===== config.mk =====
export PLATFORM = sky130hd
export DESIGN_NAME = return_stack_flat
export DESIGN_NICKNAME = d
export VERILOG_FILES = /design/src/rtl/return_stack_pkg.sv /design/src/rtl/return_stack_if.sv /design/src/rtl/return_stack_regfile.sv /design/src/rtl/return_stack.sv /design/src/flat_wrapper.sv
export SDC_FILE = /design/constraint.sdc
export NUM_CORES = 1
export LEC_CHECK = 0
export CORE_MARGIN = 2
export CORE_UTILIZATION = 60
export DETAILED_ROUTE_END_ITERATION = 12
export MAX_ROUTING_LAYER = met4
export PLACE_DENSITY = 0.81
export SYNTH_ARGS = -nofsm -noshare
export SYNTH_HDL_FRONTEND = slang
export SYNTH_HIERARCHICAL = 1
export SYNTH_SLANG_ARGS = --single-unit

===== constraint.sdc =====
create_clock -name clock -period 8.66 [get_ports clock]
set_input_delay 1.732 -clock clock [delete_from_list [all_inputs] [get_ports clock]]
set_output_delay 1.732 -clock clock [all_outputs]
set_load 0.01 [all_outputs]

===== src/rtl/return_stack_pkg.sv =====
// Shared constants for the return-address stack: branch codes driven to the PC
// and the return target presented while the stack is empty.
package return_stack_pkg;

  localparam logic [2:0] DESVIO_SEQ   = 3'b000;
  localparam logic [2:0] DESVIO_JMP   = 3'b001;
  localparam logic [2:0] DESVIO_BEQ   = 3'b010;
  localparam logic [2:0] DESVIO_RET   = 3'b011;
  localparam logic [2:0] DESVIO_BNE   = 3'b100;
  localparam logic [2:0] DESVIO_BLT   = 3'b101;
  localparam logic [2:0] DESVIO_BGE   = 3'b110;

  // Wide enough for any practical address width; sliced down to WIDTH at use.
  localparam logic [63:0] RESET_VECTOR = '1;

endpackage


===== src/rtl/return_stack_if.sv =====
// PC-side bus of the return stack: push/pop requests in, top-of-stack and status out.
interface return_stack_if #(
  parameter int DEPTH = 8,
  parameter int WIDTH = 32
);

  logic                     stop;
  logic                     call;
  logic [2:0]               desvio;
  logic [WIDTH-1:0]         endereco;
  logic [WIDTH-1:0]         novoEndR;
  logic                     empty;
  logic                     full;
  logic                     overflow;
  logic                     underflow;
  logic [$clog2(DEPTH):0]   count;

  modport master (
    output stop, call, desvio, endereco,
    input  novoEndR, empty, full, overflow, underflow, count
  );

  modport slave (
    input  stop, call, desvio, endereco,
    output novoEndR, empty, full, overflow, underflow, count
  );

endinterface


===== src/rtl/return_stack_regfile.sv =====
// Entry storage for the return stack: one write port, one asynchronous read port,
// deliberately not reset so stale entries simply become unreachable.
module rs_regfile #(
  parameter int DEPTH = 8,
  parameter int WIDTH = 32
) (
  input  logic                     clock,
  input  logic                     i_we,
  input  logic [$clog2(DEPTH)-1:0] i_waddr,
  input  logic [WIDTH-1:0]         i_wdata,
  input  logic [$clog2(DEPTH)-1:0] i_raddr,
  output logic [WIDTH-1:0]         o_rdata
);

  logic [WIDTH-1:0] r_mem [DEPTH];

  always_ff @(posedge clock) begin
    if (i_we) r_mem[i_waddr] <= i_wdata;
  end

  assign o_rdata = r_mem[i_raddr];

endmodule


===== src/rtl/return_stack.sv =====
// Circular return-address stack: pushes link addresses on call, pops on return,
// and presents the top entry combinationally so the PC can take it on the pop edge.
module return_stack
  import return_stack_pkg::*;
#(
  parameter int DEPTH = 8,
  parameter int WIDTH = 32
) (
  input  logic          clock,
  input  logic          reset,
  return_stack_if.slave bus
);

  localparam int AW = $clog2(DEPTH);
  localparam int CW = AW + 1;

  logic [AW-1:0]    r_sp;
  logic [CW-1:0]    r_count;
  logic             r_overflow;
  logic             r_underflow;

  logic             w_push;
  logic             w_pop;
  logic             w_empty;
  logic             w_full;
  logic             w_replace;
  logic [AW-1:0]    w_sp_m1;
  logic [AW-1:0]    w_waddr;
  logic [WIDTH-1:0] w_wdata;
  logic [WIDTH-1:0] w_rdata;

  assign w_push    = bus.call & ~bus.stop;
  assign w_pop     = (bus.desvio == DESVIO_RET) & ~bus.stop;
  assign w_empty   = (r_count == '0);
  assign w_full    = (r_count == CW'(DEPTH));
  assign w_sp_m1   = r_sp - 1'b1;
  // A simultaneous call/return replaces the top in place; on an empty stack it is a plain push.
  assign w_replace = w_push & w_pop & ~w_empty;
  assign w_waddr   = w_replace ? w_sp_m1 : r_sp;
  assign w_wdata   = bus.endereco + 1'b1;

  rs_regfile #(
    .DEPTH (DEPTH),
    .WIDTH (WIDTH)
  ) u_regfile (
    .clock   (clock),
    .i_we    (w_push & reset),
    .i_waddr (w_waddr),
    .i_wdata (w_wdata),
    .i_raddr (w_sp_m1),
    .o_rdata (w_rdata)
  );

  always_ff @(posedge clock) begin
    if (!reset) begin
      r_sp        <= '0;
      r_count     <= '0;
      r_overflow  <= 1'b0;
      r_underflow <= 1'b0;
    end else if (w_replace) begin
      r_sp    <= r_sp;
      r_count <= r_count;
    end else if (w_push) begin
      r_sp <= r_sp + 1'b1;
      if (w_full) r_overflow <= 1'b1;
      else        r_count    <= r_count + 1'b1;
    end else if (w_pop) begin
      if (w_empty) begin
        r_underflow <= 1'b1;
      end else begin
        r_sp    <= w_sp_m1;
        r_count <= r_count - 1'b1;
      end
    end
  end

  assign bus.novoEndR  = w_empty ? RESET_VECTOR[WIDTH-1:0] : w_rdata;
  assign bus.empty     = w_empty;
  assign bus.full      = w_full;
  assign bus.overflow  = r_overflow;
  assign bus.underflow = r_underflow;
  assign bus.count     = r_count;

endmodule


===== src/flat_wrapper.sv =====
// flat-port wrapper written by rule: the top's interface ports become plain ports
module return_stack_flat import return_stack_pkg::*;
#(
  parameter int DEPTH = 8,
  parameter int WIDTH = 32
)
  (clock, reset, bus_stop, bus_call, bus_desvio, bus_endereco, bus_novoEndR, bus_empty, bus_full, bus_overflow, bus_underflow, bus_count);
  return_stack_if #(.DEPTH(DEPTH), .WIDTH(WIDTH)) bus_i ();
  input  logic clock;
  input  logic reset;
  input wire logic [$bits(bus_i.stop)-1:0] bus_stop;
  input wire logic [$bits(bus_i.call)-1:0] bus_call;
  input wire logic [$bits(bus_i.desvio)-1:0] bus_desvio;
  input wire logic [$bits(bus_i.endereco)-1:0] bus_endereco;
  output wire logic [$bits(bus_i.novoEndR)-1:0] bus_novoEndR;
  output wire logic [$bits(bus_i.empty)-1:0] bus_empty;
  output wire logic [$bits(bus_i.full)-1:0] bus_full;
  output wire logic [$bits(bus_i.overflow)-1:0] bus_overflow;
  output wire logic [$bits(bus_i.underflow)-1:0] bus_underflow;
  output wire logic [$bits(bus_i.count)-1:0] bus_count;
  assign bus_i.stop = bus_stop;
  assign bus_i.call = bus_call;
  assign bus_i.desvio = bus_desvio;
  assign bus_i.endereco = bus_endereco;
  assign bus_novoEndR = bus_i.novoEndR;
  assign bus_empty = bus_i.empty;
  assign bus_full = bus_i.full;
  assign bus_overflow = bus_i.overflow;
  assign bus_underflow = bus_i.underflow;
  assign bus_count = bus_i.count;
  return_stack #(.DEPTH(DEPTH), .WIDTH(WIDTH)) u_core (.clock(clock), .reset(reset), .bus(bus_i));
endmodule

==> impl_metrics.json <==
{
  "outcome": "finished, final reports clean",
  "tns_ns": 0,
  "path_cells": "clkinv_2, ha_1, xor2_4, buf_4, mux4_1, mux2_2, nand2b_1, clkdlybuf4s50_1",
  "wl_per_cell_um": 24.6,
  "arrival_ns": 4.29,
  "ir_drop_v": 0.000175,
  "yosysUniqueCellTypes": 47,
  "crit_path_start_kind": "flop",
  "setup_viol": 0,
  "fp-row-count": 50,
  "path_clk_slew_ns": 0.06,
  "drt_iter0_drc": 594,
  "rr_worst_depth": 8,
  "numCtsBuffers": 26,
  "critPathRequiredTime_ns": 6.93,
  "start_util_pct": 60.8,
  "htreeDepth": 1,
  "routed_wirelength_um": 23100,
  "netlist_area_um2": 11300,
  "p_leak_uw": 0.00438,
  "synth-edff-count": 256,
  "nets": 729,
  "cts_tree": "yes",
  "first_pass_iters": 5,
  "final_common_cell": "edfxtp_1",
  "post-route-drc-count": 0,
  "max_stage_delay_ns": 0.68,
  "p_switching_uw": 747,
  "fmax_ghz": 0.166,
  "fin_crit_ns": 6.02,
  "io_pins": 79,
  "drive_above_1_share_pct": 17.9,
  "min_from": "u_core/bus.overflow$_SDFFE_PN0P_",
  "grt_pass1_wl_um": 35000,
  "cts_resized": 0,
  "hold_viol_final": 0,
  "crit_slowest_cell": "buf_4",
  "grt_start_max_net_pins": 65,
  "hp-class": "reg -> reg",
  "layout_common_cells": "edfxtp_1 (256), clkdlybuf4s50_1 (78), mux4_1 (40), nand2b_1 (37), mux2_2 (32)",
  "min_to": "u_core/bus.overflow$_SDFFE_PN0P_",
  "pwr-share-comb_pct": 19.2,
  "seq_area_frac_synth_pct": 69.4,
  "reg2reg_to": "u_core/u_regfile/r_mem[4][5]$_DFFE_PP_",
  "power_density_nw_per_um2": 236,
  "async_flop_share_pct": 0,
  "clkPwrFrac_pct": 34.6,
  "area_growth_syn_to_layout_pct": 16.3,
  "ys.flop_type": "edfxtp_1",
  "ff2ff_setup_slack_ns": 4.74,
  "fin_skew_ns": 0.0134,
  "clock-sinks": 265,
  "sw_frac_of_total_pct": 24.0,
  "p_int_uw": 2370,
  "path_class": "reg -> out",
  "fp.dieH_um": 141,
  "ys_seq_elements": 265,
  "diodes": 0,
  "clock_insertion_delay_worst_skew_ns": 0.52,
  "viasPerCell": 6.33,
  "cts-root-buf": "clkbuf_16",
  "port_buffers": 78,
  "globalplace.congestion": 0.787,
  "crit_family": "buffers and inverters",
  "syn_inst": 594,
  "dp_hpwl_um": 13000,
  "ant_nets": 0,
  "worstMarginPinSlew_ns": 1.22,
  "post_cts_buffers": 0,
  "drv_cap": 0,
  "hold_depth": 1,
  "crit_buf_inv": 3,
  "period_share_pct": 69.5,
  "vias": 5942,
  "rsz0062_at_grt": "false",
  "coreArea_um2": 18600,
  "grt_pass1_vias": 6104,
  "total_power_uw": 3110,
  "grt_antenna_before_repair": 0,
  "syn_avg_cell_area_um2": 19.1,
  "slew_headroom_pct": 18.1,
  "rr_startpoint": "u_core/bus.count[1]$_SDFFE_PN0P_",
  "cts_buffer_depth": 3,
  "die-area_um2": 20000,
  "grt.total_usage_pct": 24.2,
  "synthesis.nets": 638,
  "postCtsHoldBufs": 0,
  "yosysWarnings": 6,
  "die_width_um": 141,
  "endpoint_kind": "primary output",
  "grt-ovfl-total": 0,
  "crit_fanout": 64,
  "p_seq_share_pct": 46.2,
  "final_max_slew_viol_count": 0
}
logic make-up (layout without fill, tap and decap cells):
family / count (synthesis) / count (layout) / synth area share, %
AOI/OAI and AO/OA: 17 / 17 / 1.17
xor gates and xnor gates: 37 / 37 / 2.86
adders and majority gates: 5 / 5 / 0.552
buffers and inverters: 39 / 149 / 1.99
DFF: 265 / 265 / 69.4
muxes: 97 / 97 / 17.3
and+or+nand+nor: 134 / 134 / 6.75
cells in the mapped netlist, types with 2 or more instances:
master | instances | share of area [%]
edfxtp_1 | 256 | 68
mux4_1 | 40 | 9.3
nand2b_1 | 37 | 2.0
mux2_2 | 32 | 3.2
xnor2_1 | 28 | 2.2
mux4_2 | 24 | 4.8
nand3_1 | 21 | 0.93
nor2_1 | 16 | 0.53
nand2_1 | 15 | 0.50
nand4_1 | 14 | 0.77
inv_1 | 11 | 0.36
nor3_1 | 10 | 0.44
buf_6 | 9 | 0.89
dfxtp_1 | 9 | 1.6
xor2_1 | 9 | 0.70
buf_2 | 6 | 0.26
clkbuf_1 | 6 | 0.20
and3_1 | 5 | 0.28
ha_1 | 5 | 0.55
buf_1 | 4 | 0.13
nor4_1 | 4 | 0.22
o21ai_0 | 4 | 0.18
and4_1 | 3 | 0.23
a211oi_1 | 2 | 0.13
o21a_1 | 2 | 0.13
through the flow:
stage               setup WS [ns]  std cells  cell area (um2)  utilization, %  hold slack [ns]
floorplan                    3.32        594            11300               -            0.478
global placement             3.10        891            12400            66.3            0.448
detailed placement           3.04        891            12400            66.3            0.457
CTS                          2.55        938            13200            70.7            0.472
global route                 2.35        938            13200            70.7            0.484
finish                       2.64        938            13200            70.7            0.467
sequential cells by signal (all words and copies together), names as in the netlist:
register,count
u_core/u_regfile/r_mem,256
u_core/bus.count,4
u_core/r_sp,3
u_core/bus.overflow,1
u_core/bus.underflow,1
power groups by stage:
stage | clock network [uW] | registers (uW) | logic, uW
2_1_floorplan | 0 | 1460 | 387
3_3_place_gp | 0 | 1460 | 584
3_5_place_dp | 0 | 1470 | 592
4_1_cts | 1090 | 1440 | 600
5_1_grt | 1140 | 1440 | 636
6_report | 1080 | 1440 | 597
final cells by class:
type,count,area (um2)
clock buffer,30,687
clock inverter,17,136
fill,1092,5460
inverter,13,50.0
multi-input combinational,290,3290
sequential,265,7870
tap,234,293
timing repair buffer,89,863
worst reg2reg max path, stage by stage, from the launching register on:
cell	delay, ns
dfxtp_1	0.52
or4_4	0.57
inv_2	0.15
nor2_1	0.27
nand3_1	0.14
xnor2_1	0.25
nand2_1	0.19
nor3_2	0.95
buf_4	0.52
metal layers:
| metal | GRT usage [%] | up-vias | routed length (um) |
|---|---|---|---|
| met4 | 7.42 | 0 | 412 |
| met2 | 39.1 | 256 | 11700 |
| li1 | - | 2596 | - |
| met1 | 33.2 | 3055 | 9440 |
| met3 | 2.77 | 35 | 1500 |
| met5 | - | - | 0 |
how the worst max path moves through the flow:
stage / cells past startpoint / start / to
final: 8 / u_core/r_sp[0]$_SDFFE_PN0P_ / bus_novoEndR[24]
after global routing: 8 / u_core/r_sp[0]$_SDFFE_PN0P_ / bus_novoEndR[0]
after CTS: 8 / u_core/r_sp[0]$_SDFFE_PN0P_ / bus_novoEndR[13]
after detailed placement: 7 / bus_call / u_core/u_regfile/r_mem[4][5]$_DFFE_PP_
after global placement: 7 / bus_call / u_core/u_regfile/r_mem[4][5]$_DFFE_PP_
after floorplan: 6 / bus_desvio[2] / u_core/u_regfile/r_mem[0][0]$_DFFE_PP_
No activity file was read; power rests on OpenSTA's default activity.
